**config.mk**
```make
export PLATFORM = sky130hd
export DESIGN_NAME = qpp_addr_gen
export DESIGN_NICKNAME = d
export VERILOG_FILES = /design/src/rtl/qpp_addr_gen.sv
export SDC_FILE = /design/constraint.sdc
export NUM_CORES = 1
export LEC_CHECK = 0
export ABC_AREA = 0
export BUFFER_PORTS_ARGS = -buffer_cell sky130_fd_sc_hd__buf_2
export CORE_MARGIN = 2
export CORE_UTILIZATION = 60
export DETAILED_ROUTE_END_ITERATION = 16
export PLACE_DENSITY_LB_ADDON = 0.25
export SYNTH_ARGS = -nofsm -noshare
export SYNTH_HDL_FRONTEND = slang
export SYNTH_SLANG_ARGS = --single-unit
```
**constraint.sdc**
```tcl
create_clock -name clk -period 4.8 [get_ports clk]
set_input_delay 0.24 -clock clk [delete_from_list [all_inputs] [get_ports clk]]
set_output_delay 0.24 -clock clk [all_outputs]
set_load 0.01 [all_outputs]
```
**src/rtl/qpp_addr_gen.sv**
```systemverilog
// qpp_addr_gen: recursive LTE QPP interleaver address generator for one lane.
// It tracks index i = offset + 8*n and presents pi(i) = (f1*i + f2*i^2) mod K.
// The recurrence uses modular adders only, with no multipliers.
// Optional feature: define QPP_SELFCHECK_EN to add a sticky err output.
// That output compares addr against a direct polynomial evaluation on every RUN cycle.
module qpp_addr_gen #(
  parameter int ADDR_W   = 13,
  parameter int OFFSET_W = 3
) (
  input  logic                clk,
  input  logic                reset,
  input  logic                start,
  input  logic                block_size,
  input  logic [OFFSET_W-1:0] offset,
  input  logic                step,
  output logic [ADDR_W-1:0]   addr,
  output logic                ready,
  output logic                done
`ifdef QPP_SELFCHECK_EN
  ,
  output logic                err
`endif
);

  localparam int SW     = ADDR_W + 1;
  localparam int STRIDE = 1 << OFFSET_W;

  // Per-block-size constants (small / large); all pre-reduced mod K.
  localparam logic [ADDR_W-1:0] K_S   = ADDR_W'(1056);
  localparam logic [ADDR_W-1:0] K_L   = ADDR_W'(6144);
  localparam logic [ADDR_W-1:0] H0_S  = ADDR_W'(83);
  localparam logic [ADDR_W-1:0] H0_L  = ADDR_W'(743);
  localparam logic [ADDR_W-1:0] DH_S  = ADDR_W'(132);
  localparam logic [ADDR_W-1:0] DH_L  = ADDR_W'(960);
  localparam logic [ADDR_W-1:0] G0_S  = ADDR_W'(136);
  localparam logic [ADDR_W-1:0] G0_L  = ADDR_W'(2104);
  localparam logic [ADDR_W-1:0] DG0_S = ADDR_W'(0);
  localparam logic [ADDR_W-1:0] DG0_L = ADDR_W'(1536);
  localparam logic [ADDR_W-1:0] DG_S  = ADDR_W'(0);
  localparam logic [ADDR_W-1:0] DG_L  = ADDR_W'(0);

  typedef enum logic [1:0] {S_IDLE, S_INIT, S_RUN, S_DONE} state_t;

  state_t              r_state;
  logic                r_bsel;
  logic [ADDR_W-1:0]   r_pi;   // pi(idx)
  logic [ADDR_W-1:0]   r_h;    // unit-stride delta pi(idx+1)-pi(idx)
  logic [ADDR_W-1:0]   r_g;    // stride-8 delta pi(idx+8)-pi(idx)
  logic [ADDR_W-1:0]   r_idx;
  logic [OFFSET_W-1:0] r_cnt;
  logic                r_ready;
  logic                r_done;

  logic [ADDR_W-1:0]   w_k, w_dh, w_dg0, w_dg;
  logic [ADDR_W-1:0]   w_pi_h, w_h_dh, w_g_dg0, w_pi_g, w_g_dg;
  logic                w_last;

  // The two operands are both below K, so the sum is below 2K.
  // One conditional subtract therefore keeps the result inside [0, K-1].
  function automatic logic [ADDR_W-1:0] f_modadd(input logic [ADDR_W-1:0] a,
                                                 input logic [ADDR_W-1:0] b,
                                                 input logic [ADDR_W-1:0] k);
    logic [SW-1:0] s;
    s = {1'b0, a} + {1'b0, b};
    if (s >= {1'b0, k}) s = s - {1'b0, k};
    return s[ADDR_W-1:0];
  endfunction

  // Select the latched-size constants and form every candidate next value.
  always_comb begin
    w_k     = r_bsel ? K_L   : K_S;
    w_dh    = r_bsel ? DH_L  : DH_S;
    w_dg0   = r_bsel ? DG0_L : DG0_S;
    w_dg    = r_bsel ? DG_L  : DG_S;
    w_pi_h  = f_modadd(r_pi, r_h,   w_k);
    w_h_dh  = f_modadd(r_h,  w_dh,  w_k);
    w_g_dg0 = f_modadd(r_g,  w_dg0, w_k);
    w_pi_g  = f_modadd(r_pi, r_g,   w_k);
    w_g_dg  = f_modadd(r_g,  w_dg,  w_k);
    w_last  = ({1'b0, r_idx} + SW'(STRIDE)) >= {1'b0, w_k};
  end

  // Control FSM and accumulators.
  // Start overrides step; in INIT, the final iteration lands directly in RUN.
  always_ff @(posedge clk) begin
    if (reset) begin
      r_state <= S_IDLE;
      r_bsel  <= 1'b0;
      r_pi    <= '0;
      r_h     <= '0;
      r_g     <= '0;
      r_idx   <= '0;
      r_cnt   <= '0;
      r_ready <= 1'b0;
      r_done  <= 1'b0;
    end else if (start) begin
      r_bsel  <= block_size;
      r_pi    <= '0;
      r_h     <= block_size ? H0_L : H0_S;
      r_g     <= block_size ? G0_L : G0_S;
      r_idx   <= '0;
      r_cnt   <= offset;
      r_done  <= 1'b0;
      r_ready <= (offset == '0);
      r_state <= (offset == '0) ? S_RUN : S_INIT;
    end else begin
      case (r_state)
        S_INIT: begin
          r_pi  <= w_pi_h;
          r_h   <= w_h_dh;
          r_g   <= w_g_dg0;
          r_idx <= r_idx + ADDR_W'(1);
          r_cnt <= r_cnt - OFFSET_W'(1);
          if (r_cnt == OFFSET_W'(1)) begin
            r_state <= S_RUN;
            r_ready <= 1'b1;
          end
        end
        S_RUN: begin
          if (step) begin
            if (w_last) begin
              r_state <= S_DONE;
              r_ready <= 1'b0;
              r_done  <= 1'b1;
            end else begin
              r_pi  <= w_pi_g;
              r_g   <= w_g_dg;
              r_idx <= r_idx + ADDR_W'(STRIDE);
            end
          end
        end
        default: ;
      endcase
    end
  end

  assign addr  = r_pi;
  assign ready = r_ready;
  assign done  = r_done;

`ifdef QPP_SELFCHECK_EN
  logic [31:0] w_idx32, w_sq, w_sq_m, w_ref_raw, w_ref;
  logic        r_err;

  // Direct polynomial evaluation of pi(idx).
  // The square is reduced first so that every product fits in 32 bits.
  always_comb begin
    w_idx32   = 32'(r_idx);
    w_sq      = w_idx32 * w_idx32;
    w_sq_m    = r_bsel ? (w_sq % 32'd6144) : (w_sq % 32'd1056);
    w_ref_raw = r_bsel ? (32'd263 * w_idx32 + 32'd480 * w_sq_m)
                       : (32'd17  * w_idx32 + 32'd66  * w_sq_m);
    w_ref     = r_bsel ? (w_ref_raw % 32'd6144) : (w_ref_raw % 32'd1056);
  end

  // Sticky mismatch flag; it is cleared only by reset or start.
  always_ff @(posedge clk) begin
    if (reset || start) r_err <= 1'b0;
    else if (r_state == S_RUN && w_ref != 32'(r_pi)) r_err <= 1'b1;
  end

  assign err = r_err;
`endif

endmodule

```
==> flow_summary.yaml, run 1 <==
timing:
  finalCriticalPeriod_ns: 4.32
  worst_pin_slew_ns: 1.07
  drv_slew: 0
  post-route-period-util_pct: 90.0
  finalSetupTns_ns: 0
  setup_violations: 0
  grt_setup_unrepaired: "false"
  hold_violations: 0
  slew_headroom_pct: 28.4
  fin_worst_skew_ns: 0.00558
  setup_ws_ns: 0.480
  fmax_mhz: 232
layout:
  final_nets: 784
  area.growth.synth_to_final_pct: 5.05
  final_util_pct: 64.0
  n_fill_cell: 805
  layout-drive-gt1-share_pct: 7.42
  seq_area_um2: 1120
  antenna_cells: 0
  design_area_um2: 5830
  multi_input_area_um2: 4220
synth:
  syn_inst: 704
  synthMostInstantiatedCell: "ha_1"
  synthAdderAreaFrac_pct: 14.5
  seq_area_frac_synth_pct: 20.2
  synth_top_cell_by_area: "dfxtp_1"
  synth_compound_area_share_pct: 26.6
  synth_cell_types: 79
  syn_area_um2: 5550
  yosys-top-cells-area: "dfxtp_1 (20%), ha_1 (14%), xnor2_1 (6.0%)"
  synthSimpleGateAreaFrac_pct: 23.8
  async_reset_ff_share_pct: 0
  yosysWarnings: 0
  synth_top_family_by_area: "compound AO/OA/AOI/OAI gates"
  netlist_top_cells_count: "ha_1 (61), nand2_1 (58), nor2_1 (58)"
  synth_area_per_cell_um2: 7.88
  yosys-mux-area-fraction_pct: 1.71
  synth-edff-count: 0
  synth_xor_area_share_pct: 9.32
  ys.flop_type: "dfxtp_1"
  synth_nets: 775
  yosysTopAreaCellShare_pct: 20.2
  ys_ff_latch: 56
critical_path:
  slowest_stage: "a211oi_2"
  cp-start-kind: "flip-flop"
  cpPeakStageDelay_ns: 0.58
  crit_type: "reg -> reg"
  crit_family: "compound AO/OA/AOI/OAI gates"
  required_ns: 5.00
  cp_num_buf_inv: 0
  crit_chain: "ha_1 > a211o_1 > a221o_1 > a32o_2 > o21a_1 > nor2_1 > xnor2_1 > ha_1 > nand2_1 > nand2_1 > a211o_1 > a211oi_2 > and2_1 > mux2i_1 > o211ai_1"
  end_kind: "flip-flop"
  rrSetupSlack_ns: 0.48
  critPathMaxFanout: 11
  arrival_ns: 4.52
detailed_routing:
  wl_mm: 14.9
  num_vias: 5433
  ant_nets: 0
  drtPass1Iterations: 5
  viasPerCell: 6.59
  drt_iter0_markers: 296
  drc: 0
  wl_per_cell_um: 18.0
die:
  die_h_um: 100
  die_area_um2: 10000
  initial_core_util_pct: 60.9
  placementRows: 35
  core-area_um2: 9110
  ios: 23
  fp.dieW_um: 100
clocking:
  clock_latency_ns: 0.32
  cts_root_buf: "clkbuf_8"
  htreeDepth: 2
  cts.sinks: 56
  numCtsBuffers: 5
  postCtsSetupBuffers: 0
  cts_buffer_depth: 2
  hold_buffers: 0
  clk_pin_slew_ns: 0.10
  cts_tree: "yes"
  post_cts_resized: 0
global_routing:
  grt_pass1_vias: 5169
  antenna_found_initial: 0
  grt_max_degree: 25
  grt_overflow: 0
  track_usage_pct: 30.4
  grt_first_pass_wirelength_mm: 24.8
worst_hold_path:
  hold_path_class: "in -> reg"
flow_run:
  maxCapViolations: 0
place:
  place.gp.congestion: 0.983
  dpl.hpwl_mm: 11.3
  dpl_worst_slack_ns: 0.518
  dpl_cell_area_um2: 5740
  io_buffers: 22
power:
  ir_worst_vdd_uv: 149
  power_density_nw_per_um2: 243
  leakagePower_nw: 2.51
  p_total_mw: 1.42
status:
  outcome: "finished, final reports clean"
cell families (layout without fill, tap and decap cells):
logic type / count (synthesis) / after routing
adders and majority gates: 63 / 63
AOI/OAI and AO/OA: 206 / 206
xor gates and xnor gates: 59 / 59
other: 1 / 1
and+or+nand+nor: 257 / 257
DFF: 56 / 56
muxes: 9 / 9
buffers and inverters: 53 / 63
per-stage QoR:
stage	cells	hold WS (ns)
floorplan	704	0.319
global placement	817	0.457
detailed placement	817	0.459
CTS	825	0.155
global route	825	0.174
finish	825	0.162
worst reg2reg max path, cell delays in order (launching register included):
cell	delay, ns
dfxtp_1	0.49
ha_1	0.35
a211o_1	0.35
a221o_1	0.30
a32o_2	0.30
o21a_1	0.18
nor2_1	0.11
xnor2_1	0.17
ha_1	0.37
nand2_1	0.11
nand2_1	0.05
a211o_1	0.30
a211oi_2	0.58
and2_1	0.27
mux2i_1	0.20
o211ai_1	0.09
flip-flops by register name, summed over array words and instances (netlist names):
| register | count |
|---|---|
| addr | 13 |
| r_idx | 13 |
| r_cnt | 3 |
| done | 1 |
| ready | 1 |
| r_g | 10 |
| r_h | 12 |
| r_bsel | 1 |
| r_state | 2 |
placed cells by master (no fill, tap or decap), types with 19 or more instances in the layout:
cell     count
xor2_1      21
buf_2       22
nor2_1      58
xnor2_1     38
ha_1        61
nand2_1     58
dfxtp_1     56
inv_1       24
a21oi_1     41
nand3_1     26
o21ai_0     25
nor3_1      19
routing by layer:
layer  vias up  routed length [um]  GRT usage [%]  part of all wire (%)
met1      2551                6690           40.7                    45
met4         0                 522           12.3                   3.5
met2       190                6640           48.9                    45
li1       2650                   -              -                     -
met5         -                   0              0                     0
met3        42                 998           4.81                   6.7
area by class of cell:
class	count	area share [%]
multi-input cells	595	72.4
clock inverters	2	0.279
clock buffers	6	1.25
flip-flops and latches	56	19.2
repair buffers	29	2.79
inverters	26	1.68
well taps	111	2.38
where the power goes:
part	switching (mW)	internal [mW]
Clock	0.165	0.104
Sequential	0.0367	0.489
Combinational	0.367	0.256
Total	0.568	0.849
path summary, 6_finish.rpt:
check | to | cells past startpoint | start
worst max-delay path | addr[11] | 15 | r_h[4]
worst min-delay path | r_cnt[2] | 3 | offset[2]
worst max register to register | addr[11] | 15 | r_h[4]
worst min register to register | done | 2 | done
Power figures use the tool's default switching activity.
==> inputs of run 2 (changes only) <==
--- a/config.mk
+++ b/config.mk
@@ -9,6 +9,7 @@
 export BUFFER_PORTS_ARGS = -buffer_cell sky130_fd_sc_hd__buf_2
 export CORE_MARGIN = 2
 export CORE_UTILIZATION = 60
+export CTS_BUF_LIST = sky130_fd_sc_hd__clkbuf_8
 export DETAILED_ROUTE_END_ITERATION = 16
 export PLACE_DENSITY_LB_ADDON = 0.25
 export SYNTH_ARGS = -nofsm -noshare
==> run 2 against run 1 <==
- critical path type unchanged
- combinational power is essentially flat
- sequential share of layout area is the same
- core utilization is the same
- final area is the same
- highest routed layer unchanged
- count of clock-buffer cells in the layout shrank 1
- final cell count is the same
==> flow_summary.yaml, run 2 (synthesis results as in run 1) <==
status:
  outcome: "finished, final reports clean"
die:
  die_area_um2: 10000
  core-area_um2: 9110
  ios: 23
  die_h_um: 100
  fp.dieW_um: 100
  initial_core_util_pct: 60.9
  placementRows: 35
flow_run:
  maxCapViolations: 0
detailed_routing:
  ant_nets: 0
  drtPass1Iterations: 5
  num_vias: 5427
  drc: 0
  wl_per_cell_um: 18.0
  drt_iter0_markers: 297
  wl_mm: 14.8
  viasPerCell: 6.58
clocking:
  clk_pin_slew_ns: 0.10
  post_cts_resized: 0
  cts_root_buf: "clkbuf_8"
  postCtsSetupBuffers: 0
  clock_latency_ns: 0.31
  cts_tree: "yes"
  cts.sinks: 56
  hold_buffers: 0
  numCtsBuffers: 5
  htreeDepth: 2
  cts_buffer_depth: 2
layout:
  area.growth.synth_to_final_pct: 5.05
  n_fill_cell: 805
  layout-drive-gt1-share_pct: 7.42
  stdcell_count: 825
  final_cell_mix: "ha_1 (61), nor2_1 (58), nand2_1 (58)"
  final_common_cell: "ha_1"
  seq_area_um2: 1120
  final_util_pct: 64.0
  antenna_cells: 0
  final_nets: 784
  multi_input_area_um2: 4220
critical_path:
  required_ns: 5.00
  cp-start-kind: "flip-flop"
  end_kind: "flip-flop"
  crit_type: "reg -> reg"
  critPathMaxFanout: 11
  arrival_ns: 4.52
power:
  power_density_nw_per_um2: 243
  ir_worst_vdd_uv: 148
  leakagePower_nw: 2.51
timing:
  post-route-period-util_pct: 90.0
  hold_violations: 0
  finalSetupTns_ns: 0
  worst_pin_slew_ns: 1.08
  setup_violations: 0
  fmax_mhz: 232
  finalCriticalPeriod_ns: 4.32
  setup_ws_ns: 0.481
  slew_headroom_pct: 27.8
  whs_ns: 0.162
  fin_worst_skew_ns: 0.00494
  grt_setup_unrepaired: "false"
  drv_slew: 0
place:
  post-place-cells: 817
  dpl.hpwl_mm: 11.3
  place.gp.congestion: 0.983
  io_buffers: 22
  dpl_worst_slack_ns: 0.518
global_routing:
  grt_pass1_vias: 5169
  grt_first_pass_wirelength_mm: 24.8
  track_usage_pct: 30.4
  antenna_found_initial: 0
  grt_max_degree: 25
  grt_overflow: 0
worst_hold_path:
  hold_path_class: "in -> reg"
## run 2: cell types whose count changed in the layout (fill, tap and decap cells not counted)
cell and change:
inv_1 +1, clkbuf_1 -1
## run 2: through the flow
| stage | area, um2 | power, mW |
|---|---|---|
| finish | 5830 | 1.41 |
| CTS | 5830 | 1.41 |
| global placement | 5740 | 1.13 |
| detailed placement | 5740 | 1.14 |
| global route | 5830 | 1.51 |
| floorplan | 5550 | 1.01 |
## run 2: layout make-up
class | count | share of cell area, %
clock buffer | 5 | 1.18
clock inverter | 3 | 0.344
inverter | 26 | 1.68
multi-input combinational | 595 | 72.4
sequential | 56 | 19.2
tap | 111 | 2.38
timing repair buffer | 29 | 2.79
## run 2: critical path, stage by stage (launching register included)
cell	delay, ns
dfxtp_1	0.49
ha_1	0.35
a211o_1	0.35
a221o_1	0.30
a32o_2	0.30
o21a_1	0.18
nor2_1	0.11
xnor2_1	0.17
ha_1	0.37
nand2_1	0.11
nand2_1	0.05
a211o_1	0.30
a211oi_2	0.58
and2_1	0.27
mux2i_1	0.20
o211ai_1	0.09
## run 2: final timing paths
kind,from,depth (start not counted),slack (ns),to
setup / recovery,r_h[4],15,0.48,addr[11]
hold / removal,offset[2],3,0.16,r_cnt[2]
hold reg to reg,done,2,0.49,done
setup reg to reg,r_h[4],15,0.48,addr[11]
## run 2: report_power, final
| part | internal (mW) | leakage (nW) | switching [mW] |
|---|---|---|---|
| sequential | 0.489 | 0.457 | 0.0366 |
| combinational | 0.256 | 2.01 | 0.367 |
| clock | 0.102 | 0.0455 | 0.164 |
## run 2: layer usage
metal  wire [um]  vias up  global-route usage [%]  share of wire [%]
met5           0        -                       0                  0
met4         522        0                    12.3                3.5
met3         993       42                    4.81                6.7
met2        6640      183                    48.9                 45
met1        6690     2552                    40.7                 45
li1            -     2650                       -                  -
==> inputs of run 3 (changes only) <==
--- a/config.mk
+++ b/config.mk
@@ -8,7 +8,7 @@
 export ABC_AREA = 0
 export BUFFER_PORTS_ARGS = -buffer_cell sky130_fd_sc_hd__buf_2
 export CORE_MARGIN = 2
-export CORE_UTILIZATION = 60
+export CORE_UTILIZATION = 45
 export CTS_BUF_LIST = sky130_fd_sc_hd__clkbuf_8
 export DETAILED_ROUTE_END_ITERATION = 16
 export PLACE_DENSITY_LB_ADDON = 0.25
==> run 3 against run 2 <==
- via count down 0.87%
- die area up 32%
- register-to-register slack about the same
- fmax down 0.25%
- sequential power about the same
- worst setup slack worse by 0.011 ns
- core utilization down 15 points
- non-clock buffer count unchanged
- count of clock-buffer cells in the layout unchanged
- combinational power about the same
- final area up 1.0%
- sequential cell count unchanged
==> flow_summary.yaml, run 3 (synthesis results as in run 1) <==
detailed_routing:
  highest_layer: "met4"
  met3_length_um: 735
  wl_met1_mm: 7.52
  met2_length_mm: 6.69
  viasPerCell: 6.25
  drc: 0
  ant_nets: 0
  num_vias: 5380
  wl_per_cell_um: 17.7
  drt_iter0_markers: 356
  drtPass1Iterations: 4
  wl_mm: 15.3
flow_run:
  maxCapViolations: 0
global_routing:
  antenna_found_initial: 0
  grt_first_pass_wirelength_mm: 25.4
  grt_overflow: 0
  grt_pass1_vias: 5000
  track_usage_pct: 23.9
  grt_max_degree: 25
worst_hold_path:
  hold_end: "r_cnt[2]"
  hold_path_class: "in -> reg"
  min_from: "offset[2]"
  whs_path_depth: 3
critical_path:
  r2r_start: "r_h[4]"
  crit_chain: "ha_1 > a211o_1 > a221o_1 > a32o_2 > o21a_1 > nor2_1 > xnor2_1 > ha_1 > nand2_1 > nand2_1 > a211o_1 > a211oi_2 > and2_1 > mux2i_1 > o211ai_1"
  required_ns: 5.02
  slowest_stage: "a211oi_2"
  cp_num_buf_inv: 0
  critPathLaunch: "r_h[4]"
  cpPeakStageDelay_ns: 0.58
  r2r-end: "addr[11]"
  crit_family: "compound AO/OA/AOI/OAI gates"
  crit_type: "reg -> reg"
  arrival_ns: 4.55
  critPathMaxFanout: 11
  rrSetupSlack_ns: 0.47
  end_kind: "flip-flop"
  cp-start-kind: "flip-flop"
  r2r_cells: 15
place:
  dpl_worst_slack_ns: 0.508
  io_buffers: 22
  place.gp.congestion: 0.897
  dpl.hpwl_mm: 11.7
clocking:
  cts_root_buf: "clkbuf_8"
  cts_tree: "yes"
  cts_buffer_depth: 2
  htreeDepth: 2
  numCtsBuffers: 5
  cts.sinks: 56
  hold_buffers: 0
  clk_pin_slew_ns: 0.12
  clock_latency_ns: 0.34
  postCtsSetupBuffers: 0
power:
  ir_worst_vdd_uv: 288
  power_density_nw_per_um2: 246
  leakagePower_nw: 2.52
layout:
  final_nets: 784
  area.growth.synth_to_final_pct: 6.14
  final_cell_mix: "ha_1 (61), nor2_1 (58), nand2_1 (58)"
  antenna_cells: 0
  layout-drive-gt1-share_pct: 7.56
  final_common_cell: "ha_1"
timing:
  post-route-period-util_pct: 90.2
  slew_headroom_pct: 25.6
  worst_pin_slew_ns: 1.11
  grt_setup_unrepaired: "false"
  whs_ns: 0.139
  hold_violations: 0
  finalCriticalPeriod_ns: 4.33
  fmax_mhz: 231
  setup_violations: 0
  fin_worst_skew_ns: 0.0109
  finalSetupTns_ns: 0
  setup_ws_ns: 0.470
  drv_slew: 0
die:
  core-area_um2: 12000
  fp.dieW_um: 115
  initial_core_util_pct: 46.2
  die_h_um: 115
  ios: 23
  die_area_um2: 13200
  placementRows: 40
status:
  outcome: "finished, final reports clean"
[run 3: power breakdown]
part	total (mW)	internal, mW	switching [mW]
clock	0.301	0.110	0.191
sequential	0.528	0.489	0.0392
combinational	0.621	0.256	0.365
total	1.45	0.856	0.594
[run 3: layout make-up]
| type | instances | area (um2) |
|---|---|---|
| inverter | 26 | 97.6 |
| fill | 1201 | 6130 |
| timing repair buffer | 29 | 163 |
| sequential | 56 | 1120 |
| multi-input combinational | 595 | 4220 |
| clock inverter | 3 | 33.8 |
| tap | 147 | 184 |
| clock buffer | 5 | 68.8 |
[run 3: worst reg2reg max path, stage by stage, from the launching register on]
cell,delay (ns)
dfxtp_1,0.50
ha_1,0.35
a211o_1,0.35
a221o_1,0.30
a32o_2,0.30
o21a_1,0.17
nor2_1,0.11
xnor2_1,0.18
ha_1,0.38
nand2_1,0.11
nand2_1,0.05
a211o_1,0.30
a211oi_2,0.58
and2_1,0.27
mux2i_1,0.19
o211ai_1,0.09
[run 3: worst max path at each step]
stage,endpoint,depth (start not counted)
floorplan,r_h[5],17
global placement,addr[11],15
detailed placement,addr[11],15
CTS,addr[11],15
global route,addr[9],14
finish,addr[11],15
[run 3: repair_timing]
action | CTS | global route
endpoints found under the hold margin | 0 | 0
setup endpoints to repair | 0 | 1
gates resized for setup | 0 | 1
[run 3: stage by stage]
stage / instances / utilization (%) / total power, mW / instance area (um2)
2_1_floorplan: 704 / - / 1.01 / 5550
3_3_place_gp: 853 / 48.1 / 1.13 / 5780
3_5_place_dp: 853 / 48.1 / 1.15 / 5780
4_1_cts: 861 / 49.0 / 1.45 / 5880
5_1_grt: 861 / 49.0 / 1.55 / 5890
6_report: 861 / 49.0 / 1.45 / 5890
[run 3: routing by layer]
metal,up-vias,GRT usage (%)
li1,2651,-
met1,2575,34.3
met2,134,37.4
met3,20,3.90
met4,0,6.18
met5,-,0
